`src/rtl/chip7458_tester_pkg.sv`:
```
// Shared definitions for the chip7458 exhaustive tester: FSM encoding,
// vector-space size and the vector-bit to drive-pin map.
package chip7458_tester_pkg;

    localparam int NUM_VECTORS = 1024;
    localparam int VEC_W       = 10;
    localparam int CNT_W       = 4;
    localparam int ERR_W       = 11;

    localparam logic [VEC_W-1:0] LAST_VEC = 10'(NUM_VECTORS - 1);

    localparam int P1A_BIT = 0;
    localparam int P1B_BIT = 1;
    localparam int P1C_BIT = 2;
    localparam int P1D_BIT = 3;
    localparam int P1E_BIT = 4;
    localparam int P1F_BIT = 5;
    localparam int P2A_BIT = 6;
    localparam int P2B_BIT = 7;
    localparam int P2C_BIT = 8;
    localparam int P2D_BIT = 9;

    typedef enum logic [2:0] {
        ST_IDLE   = 3'd0,
        ST_DRIVE  = 3'd1,
        ST_SETTLE = 3'd2,
        ST_CHECK  = 3'd3,
        ST_DONE   = 3'd4
    } state_t;

    function automatic logic is_active(input state_t s);
        return (s == ST_DRIVE) || (s == ST_SETTLE) || (s == ST_CHECK);
    endfunction

endpackage

```
`src/rtl/chip7458.sv`:
```
// Behavioural chip7458 dual AND-OR gate; used as the tester's golden model.
module chip7458 (
    input  logic p1a,
    input  logic p1b,
    input  logic p1c,
    input  logic p1d,
    input  logic p1e,
    input  logic p1f,
    input  logic p2a,
    input  logic p2b,
    input  logic p2c,
    input  logic p2d,
    output logic p1y,
    output logic p2y
);

    assign p1y = (p1a & p1b & p1c) | (p1d & p1e & p1f);
    assign p2y = (p2a & p2b) | (p2c & p2d);

endmodule

```
`src/rtl/chip7458_tester.sv`:
```
// Exhaustive tester: walks all 1024 input vectors into an external chip7458,
// compares its outputs with a golden instance and records mismatches.
module chip7458_tester
    import chip7458_tester_pkg::*;
#(
    parameter int SETTLE_CYCLES = 2
) (
    input  logic             clk,
    input  logic             rst_n,
    input  logic             start,
    input  logic             dut_p1y,
    input  logic             dut_p2y,
    output logic             p1a,
    output logic             p1b,
    output logic             p1c,
    output logic             p1d,
    output logic             p1e,
    output logic             p1f,
    output logic             p2a,
    output logic             p2b,
    output logic             p2c,
    output logic             p2d,
    output logic             busy,
    output logic             done,
    output logic             fail,
    output logic [VEC_W-1:0] fail_vec,
    output logic [ERR_W-1:0] err_count
);

    localparam logic             HAS_SETTLE  = 1'(SETTLE_CYCLES > 0);
    localparam logic [CNT_W-1:0] SETTLE_LAST = CNT_W'((SETTLE_CYCLES > 0) ? (SETTLE_CYCLES - 1) : 0);

    state_t             state_r;
    state_t             state_s;
    logic [VEC_W-1:0]   v_r;
    logic [VEC_W-1:0]   vec_s;
    logic [CNT_W-1:0]   cnt_r;
    logic [VEC_W-1:0]   pins_r;
    logic               busy_r;
    logic               done_r;
    logic               fail_r;
    logic [VEC_W-1:0]   fail_vec_r;
    logic [ERR_W-1:0]   err_count_r;
    logic               start_run_s;
    logic               next_vec_s;
    logic               exp_p1y_s;
    logic               exp_p2y_s;
    logic               mismatch_s;

    chip7458 u_golden (
        .p1a (v_r[P1A_BIT]),
        .p1b (v_r[P1B_BIT]),
        .p1c (v_r[P1C_BIT]),
        .p1d (v_r[P1D_BIT]),
        .p1e (v_r[P1E_BIT]),
        .p1f (v_r[P1F_BIT]),
        .p2a (v_r[P2A_BIT]),
        .p2b (v_r[P2B_BIT]),
        .p2c (v_r[P2C_BIT]),
        .p2d (v_r[P2D_BIT]),
        .p1y (exp_p1y_s),
        .p2y (exp_p2y_s)
    );

    assign mismatch_s = (dut_p1y != exp_p1y_s) || (dut_p2y != exp_p2y_s);

    // FSM state register
    always_ff @(posedge clk or negedge rst_n) begin
        if (!rst_n) begin
            state_r <= ST_IDLE;
        end else begin
            state_r <= state_s;
        end
    end

    // Next-state logic plus run-start and vector-advance strobes
    always_comb begin
        state_s     = state_r;
        start_run_s = 1'b0;
        next_vec_s  = 1'b0;
        case (state_r)
            ST_IDLE, ST_DONE: begin
                if (start) begin
                    state_s     = ST_DRIVE;
                    start_run_s = 1'b1;
                end else begin
                    state_s = state_r;
                end
            end
            ST_DRIVE: begin
                if (HAS_SETTLE) begin
                    state_s = ST_SETTLE;
                end else begin
                    state_s = ST_CHECK;
                end
            end
            ST_SETTLE: begin
                if (cnt_r == SETTLE_LAST) begin
                    state_s = ST_CHECK;
                end else begin
                    state_s = ST_SETTLE;
                end
            end
            ST_CHECK: begin
                if (v_r == LAST_VEC) begin
                    state_s = ST_DONE;
                end else begin
                    state_s    = ST_DRIVE;
                    next_vec_s = 1'b1;
                end
            end
            default: begin
                state_s = ST_IDLE;
            end
        endcase
    end

    // Next vector index: cleared on a new run, stepped after each CHECK
    always_comb begin
        vec_s = v_r;
        if (start_run_s) begin
            vec_s = {VEC_W{1'b0}};
        end else if (next_vec_s) begin
            vec_s = v_r + 10'd1;
        end else begin
            vec_s = v_r;
        end
    end

    // Datapath: vector, settle counter, drive pins and status flags
    always_ff @(posedge clk or negedge rst_n) begin
        if (!rst_n) begin
            v_r         <= {VEC_W{1'b0}};
            cnt_r       <= {CNT_W{1'b0}};
            pins_r      <= {VEC_W{1'b0}};
            busy_r      <= 1'b0;
            done_r      <= 1'b0;
            fail_r      <= 1'b0;
            fail_vec_r  <= {VEC_W{1'b0}};
            err_count_r <= {ERR_W{1'b0}};
        end else begin
            v_r    <= vec_s;
            busy_r <= is_active(state_s);
            done_r <= (state_s == ST_DONE);
            // pins only change on entry to DRIVE, so they hold through SETTLE/CHECK/DONE
            if (state_s == ST_DRIVE) begin
                pins_r <= vec_s;
            end
            if (state_r == ST_SETTLE) begin
                cnt_r <= cnt_r + 4'd1;
            end else begin
                cnt_r <= {CNT_W{1'b0}};
            end
            if (start_run_s) begin
                fail_r      <= 1'b0;
                fail_vec_r  <= {VEC_W{1'b0}};
                err_count_r <= {ERR_W{1'b0}};
            end else if ((state_r == ST_CHECK) && mismatch_s) begin
                err_count_r <= err_count_r + 11'd1;
                if (!fail_r) begin
                    fail_r     <= 1'b1;
                    fail_vec_r <= v_r;
                end
            end
        end
    end

    assign p1a       = pins_r[P1A_BIT];
    assign p1b       = pins_r[P1B_BIT];
    assign p1c       = pins_r[P1C_BIT];
    assign p1d       = pins_r[P1D_BIT];
    assign p1e       = pins_r[P1E_BIT];
    assign p1f       = pins_r[P1F_BIT];
    assign p2a       = pins_r[P2A_BIT];
    assign p2b       = pins_r[P2B_BIT];
    assign p2c       = pins_r[P2C_BIT];
    assign p2d       = pins_r[P2D_BIT];
    assign busy      = busy_r;
    assign done      = done_r;
    assign fail      = fail_r;
    assign fail_vec  = fail_vec_r;
    assign err_count = err_count_r;

endmodule
```
`config.mk`:
```
export PLATFORM = sky130hd
export DESIGN_NAME = chip7458_tester
export DESIGN_NICKNAME = d
export VERILOG_FILES = /design/src/rtl/chip7458_tester_pkg.sv /design/src/rtl/chip7458.sv /design/src/rtl/chip7458_tester.sv
export SDC_FILE = /design/constraint.sdc
export NUM_CORES = 1
export LEC_CHECK = 0
export ABC_AREA = 0
export ABC_CLOCK_PERIOD_IN_PS = 1950
export CAP_MARGIN = 20
export CELL_PAD_IN_SITES_DETAIL_PLACEMENT = 2
export CELL_PAD_IN_SITES_GLOBAL_PLACEMENT = 2
export CORE_ASPECT_RATIO = 1.25
export CORE_UTILIZATION = 30
export DETAILED_ROUTE_END_ITERATION = 10
export PLACE_DENSITY = 0.78
export SYNTH_ARGS = -nofsm -noshare
export SYNTH_HDL_FRONTEND = slang
export SYNTH_HIERARCHICAL = 1
export SYNTH_SLANG_ARGS = --single-unit
```
`constraint.sdc`:
```
create_clock -name clk -period 1.95 [get_ports clk]
set_clock_uncertainty 0.1 [all_clocks]
set_input_delay 0.39 -clock clk [delete_from_list [all_inputs] [get_ports clk]]
set_output_delay 0.39 -clock clk [all_outputs]
set_load 0.05 [all_outputs]
```
==> summary.txt, run 1 <==
Run
  – Max-cap violations: 0

Timing
  – Max Slew Vio Count: 0
  – Fin crit period: 1.977 ns
  – Hold WS: 0.4075 ns
  – FMAX: 0.5057 GHz
  – Setup violators final: 8
  – Final Cycle Share: 1.014
  – Max_slew headroom: 0.7137
  – Worst slew pin tran: 0.4256 ns
  – Final worst slack: -0.02736 ns
  – RSZ-0062 raised after global routing: yes
  – Final hold vios: 0

Global routing
  – Largest net degree at the start of global routing: 52
  – Global-route wire length before repair: 11,280 um
  – Overflow after GRT: 0
  – Gr usage total: 0.1816
  – Initial antenna violation count: 0
  – Vias in the first global route: 2,198

Yosys
  – Sequential share of the synthesized area: 0.5326
  – Synth Net Count: 252
  – Synth Instances: 243
  – Synthesized cell area: 0.002396 mm2
  – Unique masters post-synth: 39
  – Avg Synthesized Cell Area: 9.860 um2
  – FF+latch count, synth: 51
  – YS warnings: 6

CTS
  – CTS root buf: clkbuf_8
  – Max clock buf depth: 2
  – Clk pin slew, worst setup/hold paths: 0.10 ns
  – CTS Buf Count: 5
  – CTS tree: yes
  – Clk Latency, worst-skew pair: 0.31 ns
  – Clk sinks: 51
  – H-tree Lvls: 2

Route
  – First-pass DRT Iterations: 4
  – Vias per cell: 5.182
  – Vias: 2,166
  – Final wirelength: 7413 um
  – Drt wl/cell: 17.73 um
  – DRT iter0 DRCs: 67
  – Drc violations: 0
  – ANT nets after route: 0

Critical path
  – CP peak stage delay: 0.38 ns
  – Slowest CP cell: dfrtp_1
  – CP most frequent cell: buf_4
  – Worst Path Buf+Inv: 4
  – Crit path launch type: register
  – Worst Path Arrival: 2.06 ns
  – CP endpoint kind: register
  – R2R setup slack: -0.03 ns
  – CP delay by family, top: buffers and inverters
  – Crit-path max FO: 7
  – Critical Path RT: 2.03 ns
  – Setup CP Type: register to register
  – Worst-path cell chain: buf_4, ha_1, nand4_1, buf_4, buf_4, buf_4, nor4_1, a211oi_1

Power
  – Leak: 1.524 nW
  – Seq pwr share: 0.364
  – Clock share of power: 0.170
  – Sw Ratio: 0.4326
  – Power per cell area: 1208 mW/mm2
  – Comb pwr share: 0.466
  – Int Pwr: 0.002297 W
  – Net Switching: 0.001751 W
  – Peak supply drop: 0.0007034 V

Min path
  – Hold/Removal Path Class: register to register

Die
  – Row count: 36
  – Die H: 101.9 um
  – Core area: 0.007747 mm2
  – Horiz. Die Dim: 81.94 um
  – Starting density of the core: 0.3093
  – I/O pin count: 39
  – Die area: 0.008351 mm2

Cells and area
  – Layout area overhead: 39.90%
  – Final #Nets: 331
  – Antenna Cells: 0
  – Share of post-route cells with drive strength above 1: 0.3746
  – Fillers: 821
  – Fin util: 0.4327

Placement
  – HPWL after DPL: 4971 um
  – Placer Congestion: 0.7667
  – Port Buffers: 38

Status
  – Failing checks: negative setup slack
  – Status: finished, violations left
==> stage by stage <==
stage	instance area, um2	setup TNS, ns	total power [W]	instances	worst slack, ns
2_1_floorplan	2402	0	0.002513	243	0.003411
3_3_place_gp	2983	-2.838	0.003108	391	-0.2312
3_5_place_dp	2983	-4.876	0.003174	391	-0.3638
4_1_cts	3124	-0.02370	0.003879	402	-0.02370
5_1_grt	3352	-1.011	0.004300	418	-0.1246
6_report	3352	-0.1060	0.004048	418	-0.02736
==> kinds of logic after synthesis <==
kind of cell | synth area share
multiplexers | 0.02089
buffers and inverters | 0.03185
AND/OR/NAND/NOR | 0.1901
AO/OA/AOI/OAI | 0.1525
XOR/XNOR | 0.05118
adder cells (fa/ha/maj) | 0.02089
flip-flops | 0.5326
==> per-layer routing <==
| metal | track usage | share of wire |
|---|---|---|
| met5 | 0 | 0 |
| met4 | 0.05263 | 0.013 |
| met3 | 0.03304 | 0.020 |
| met2 | 0.3280 | 0.55 |
| met1 | 0.2156 | 0.42 |
==> placed cells by master (no fill, tap or decap), types with 5 or more instances in the layout <==
cell type,netlist,final
dfrtp_1,51,46
o21ai_0,26,19
a21oi_1,9,8
o31ai_1,6,5
buf_6,1,7
xnor2_1,9,7
dfrtp_2,0,5
nor2_1,16,15
nand2_1,34,30
xor2_1,5,5
nand3_1,22,21
buf_4,0,71
clkbuf_8,0,7
==> sequential cells by signal, indices dropped and copies added, names as in the netlist <==
signal     count
err_count     11
fail_vec      10
pins_r        10
v_r           10
cnt_r          4
state_r        3
busy           1
done           1
fail           1
==> final timing paths <==
path / from / cells after the start / end
min reg2reg: state_r[2] / 1 / state_r[1]
min in group asynchronous: rst_n / 3 / err_count[0]
max in group asynchronous: rst_n / 3 / err_count[4]
max reg2reg: v_r[0] / 8 / v_r[8]
min: state_r[2] / 1 / state_r[1]
max: v_r[0] / 8 / v_r[8]
==> synthesized netlist by cell type <==
library cell,instances,share of area
a22o_1,2,0.0073
a32o_1,1,0.0042
nand3b_1,1,0.0031
o2bb2ai_1,1,0.0037
nor3_1,1,0.0021
nand3_1,22,0.046
xor2_1,5,0.018
o21ai_0,26,0.054
a31o_2,2,0.0073
inv_1,4,0.0063
nor4_1,2,0.0052
or4b_2,1,0.0042
a211oi_1,3,0.0094
clkbuf_1,8,0.013
buf_2,4,0.0084
and3_1,2,0.0052
nor3b_1,1,0.0031
nor2_1,16,0.025
or3_2,1,0.0031
a2111oi_0,1,0.0037
xnor2_1,9,0.033
o211a_1,1,0.0042
dfrtp_1,51,0.53
nand4_1,4,0.010
or2_2,1,0.0026
buf_6,1,0.0047
a21oi_2,1,0.0037
or3_1,3,0.0078
nand2_1,34,0.053
a2111o_1,1,0.0047
mux2i_1,5,0.021
or3b_2,2,0.0073
nand3b_2,1,0.0047
o211ai_1,4,0.013
and2_1,1,0.0026
and3b_2,1,0.0042
ha_1,4,0.021
a21oi_1,9,0.019
o31ai_1,6,0.019
==> power groups by stage <==
stage	Clock, W	Sequential [W]	Combinational (W)
floorplan	0	0.00191	0.000600
global placement	0	0.00146	0.00164
detailed placement	0	0.00149	0.00169
CTS	0.000707	0.00146	0.00171
global route	0.000754	0.00150	0.00205
finish	0.000688	0.00147	0.00189
==> what timing repair did <==
item                       in CTS  in global routing
pin swaps                       7                 11
resized for setup               3                 35
hold buffers                    1                  0
setup buffers                   2                 13
hold endpoints to repair       51                  0
cloned                          0                  3
setup endpoints to repair       4                 31
==> layout make-up <==
| cell class | instances | area, um2 | share of cell area |
|---|---|---|---|
| Timing Repair Buffer | 85 | 681.9 | 0.2034 |
| Multi-Input combinational cell | 175 | 1154 | 0.3442 |
| Inverter | 4 | 15.01 | 0.004479 |
| Clock buffer | 8 | 100.1 | 0.02986 |
| Tap cell | 95 | 118.9 | 0.03546 |
| Sequential cell | 51 | 1282 | 0.3826 |
No activity file was read; power rests on OpenSTA's default activity.
==> run 2, diff against run 1 <==
Settings changed: ABC_CLOCK_PERIOD_IN_PS 1950 to 1700.
Clock period 1.95 ns to 1.7 ns, I/O delays scaled along.
==> run 2 against run 1 <==
Net effect: flip-flop and latch count stayed put; register-to-register slack worse by 0.32 ns; setup slack worse by 0.32 ns; routed wire length is 48% higher; cell area is 28% higher; non-clock buffer count is 22 higher; combinational power is 83% higher; global-route usage is 9.9 points higher; critical endpoint is now v_r[6]; largest power group unchanged; the run still ends with negative setup slack left; fmax is 3.5% lower; utilization is 12 points higher.
==> summary.txt, run 2 (synthesis results as in run 1) <==
Timing
  – Fin crit period: 2.050 ns (+0.07238 ns)
  – Max Slew Vio Count: 0 (unchanged)
  – RSZ-0062 raised after global routing: yes
  – FMAX: 0.4879 GHz (-3.5%)
  – Worst slew pin tran: 0.3672 ns (-0.05838 ns)
  – Final hold vios: 0 (unchanged)
  – Setup violators final: 45 (+37)
  – Max_slew headroom: 0.7532 (+0.03950)
  – Final worst slack: -0.3497 ns (-0.3224 ns)
  – Final Cycle Share: 1.206 (+0.1917)

Cells and area
  – Antenna Cells: 0 (unchanged)
  – Share of post-route cells with drive strength above 1: 0.5420 (+0.1674)
  – Non-Filler Instances: 440 (+5.3%)
  – Commonest non-fill, non-tap cell in the layout: buf_4
  – Layout area overhead: 79.27%
  – Final #Nets: 353 (+6.6%)
  – Flip-flop count of the largest register after layout: 11 (unchanged)
  – Fin util: 0.5544 (+0.1218)
  – Most frequent cells in the layout: buf_4, dfrtp_1, buf_12

Critical path
  – CP peak stage delay: 0.43 ns (+0.05 ns)
  – Worst Path Arrival: 2.18 ns (+0.12 ns)
  – Worst Path Buf+Inv: 3 (-1)
  – CP delay by family, top: simple AND/OR/NAND/NOR gates
  – CP endpoint kind: register
  – Crit-path max FO: 7 (unchanged)
  – Worst-path cell chain: buf_6, ha_4, nand4_1, o31ai_4, buf_6, buf_6, or3_4, a21oi_2
  – Crit path launch type: register
  – Slowest CP cell: dfrtp_1
  – CP most frequent cell: buf_6
  – Critical Path RT: 1.83 ns (-0.20 ns)
  – Setup CP Type: register to register

Die
  – Row count: 36 (unchanged)
  – Die H: 101.9 um (unchanged)
  – Starting density of the core: 0.3093 (unchanged)
  – Horiz. Die Dim: 81.94 um (unchanged)
  – I/O pin count: 39 (unchanged)
  – Die area: 0.008351 mm2 (unchanged)
  – Core area: 0.007747 mm2 (unchanged)

Run
  – Max-cap violations: 0 (unchanged)

Placement
  – Placer Congestion: 0.7982 (+4.1%)
  – Port Buffers: 38 (unchanged)
  – HPWL after DPL: 5617 um (+13%)
  – Worst slack, placed: -0.4482 ns (-0.08440 ns)
  – Placed cells: 408 (+4.3%)

Power
  – Power per cell area: 1398 mW/mm2 (+16%)
  – Leak: 1.830 nW (+20%)
  – Peak supply drop: 0.0007782 V (+11%)

CTS
  – Clk pin slew, worst setup/hold paths: 0.11 ns (about the same)
  – CTS root buf: clkbuf_8
  – H-tree Lvls: 2 (unchanged)
  – Max clock buf depth: 2 (unchanged)
  – CTS Buf Count: 5 (unchanged)
  – Clk sinks: 51 (unchanged)
  – Clk Latency, worst-skew pair: 0.32 ns (about the same)
  – CTS tree: yes

Global routing
  – Initial antenna violation count: 0 (unchanged)
  – Overflow after GRT: 0 (unchanged)
  – Gr usage total: 0.2809 (+0.09931)
  – Vias in the first global route: 2,748 (+25%)
  – Global-route wire length before repair: 16,790 um (+49%)
  – Largest net degree at the start of global routing: 52 (unchanged)

Route
  – First-pass DRT Iterations: 4 (unchanged)
  – ANT nets after route: 0 (unchanged)
  – Drt wl/cell: 24.95 um (+41%)
  – DRT iter0 DRCs: 112 (+67%)
  – Vias per cell: 5.400 (+4.2%)
  – Vias: 2,376 (+9.7%)
  – Final wirelength: 10,980 um (+48%)
  – Drc violations: 0 (unchanged)

Min path
  – Hold/Removal Path Class: register to register

Status
  – Status: finished, violations left
  – Failing checks: negative setup slack
-- run 2: changes by cell type in the layout (fill, tap and decap cells not counted), moves of 8 or more --
cell     previous run  this run
buf_12              1        34
buf_4              71        47
o21ai_0            19         3
o21ai_2             3        18
buf_6               7        18
nand3_1            21        13
-- run 2: worst register-to-register path, cell delays in order (launching register included) --
cell and delay (ns):
dfrtp_1 0.43, buf_6 0.14, ha_4 0.16, nand4_1 0.20
o31ai_4 0.10, buf_6 0.17, buf_6 0.13, or3_4 0.33
a21oi_2 0.21
-- run 2: metrics by stage --
step | TNS, ns | power [W] | hold slack, ns | cell area, um2
after floorplan | -0.5993 | 0.002905 | -0.05559 | 2421
after global placement | -11.04 | 0.004121 | 0.2540 | 3522
after detailed placement | -14.07 | 0.004236 | 0.2617 | 3522
after CTS | -4.052 | 0.005728 | 0.4161 | 4161
after global routing | -10.96 | 0.006269 | 0.4640 | 4295
final | -8.305 | 0.006006 | 0.4103 | 4295
-- run 2: cell type report --
| type | count | area [um2] |
|---|---|---|
| clock inverters | 1 | 7.507 |
| flip-flops and latches | 51 | 1284 |
| clock buffers | 7 | 96.34 |
| multi-input cells | 175 | 1410 |
| inverters | 4 | 15.01 |
| well taps | 95 | 118.9 |
| fillers | 730 | 3452 |
| repair buffers | 107 | 1364 |
-- run 2: routing by layer --
metal | track usage | wire length [um]
met1 | 0.3401 | 4643
met2 | 0.4908 | 5823
met3 | 0.04821 | 218
met4 | 0.1053 | 294
met5 | 0 | 0
-- run 2: path summary, 6_finish.rpt --
kind / startpoint / to / slack [ns] / depth (start not counted)
min in group asynchronous: rst_n / pins_r[6] / 0.42 / 3
min: cnt_r[0] / cnt_r[0] / 0.41 / 1
max reg2reg: v_r[1] / v_r[6] / -0.35 / 8
min reg2reg: cnt_r[0] / cnt_r[0] / 0.41 / 1
max in group asynchronous: rst_n / err_count[3] / 0.77 / 3
max: v_r[1] / v_r[6] / -0.35 / 8
-- run 2: timing repair --
action                     in CTS  in global routing
setup endpoints to repair      44                 46
hold buffers                    1                  0
pin swaps                      26                 10
hold endpoints to repair       51                  0
gates cloned                    4                  0
resized for setup              88                 29
setup buffers                  18                  4
-- run 2: where the power goes --
group	total, W	internal [W]	switching (W)	leakage (nW)
Clock	0.000818	0.000372	0.000446	0.0505
Combinational	0.00345	0.00160	0.00185	1.10
Sequential	0.00174	0.00146	0.000284	0.683
Total	0.00601	0.00342	0.00258	1.83
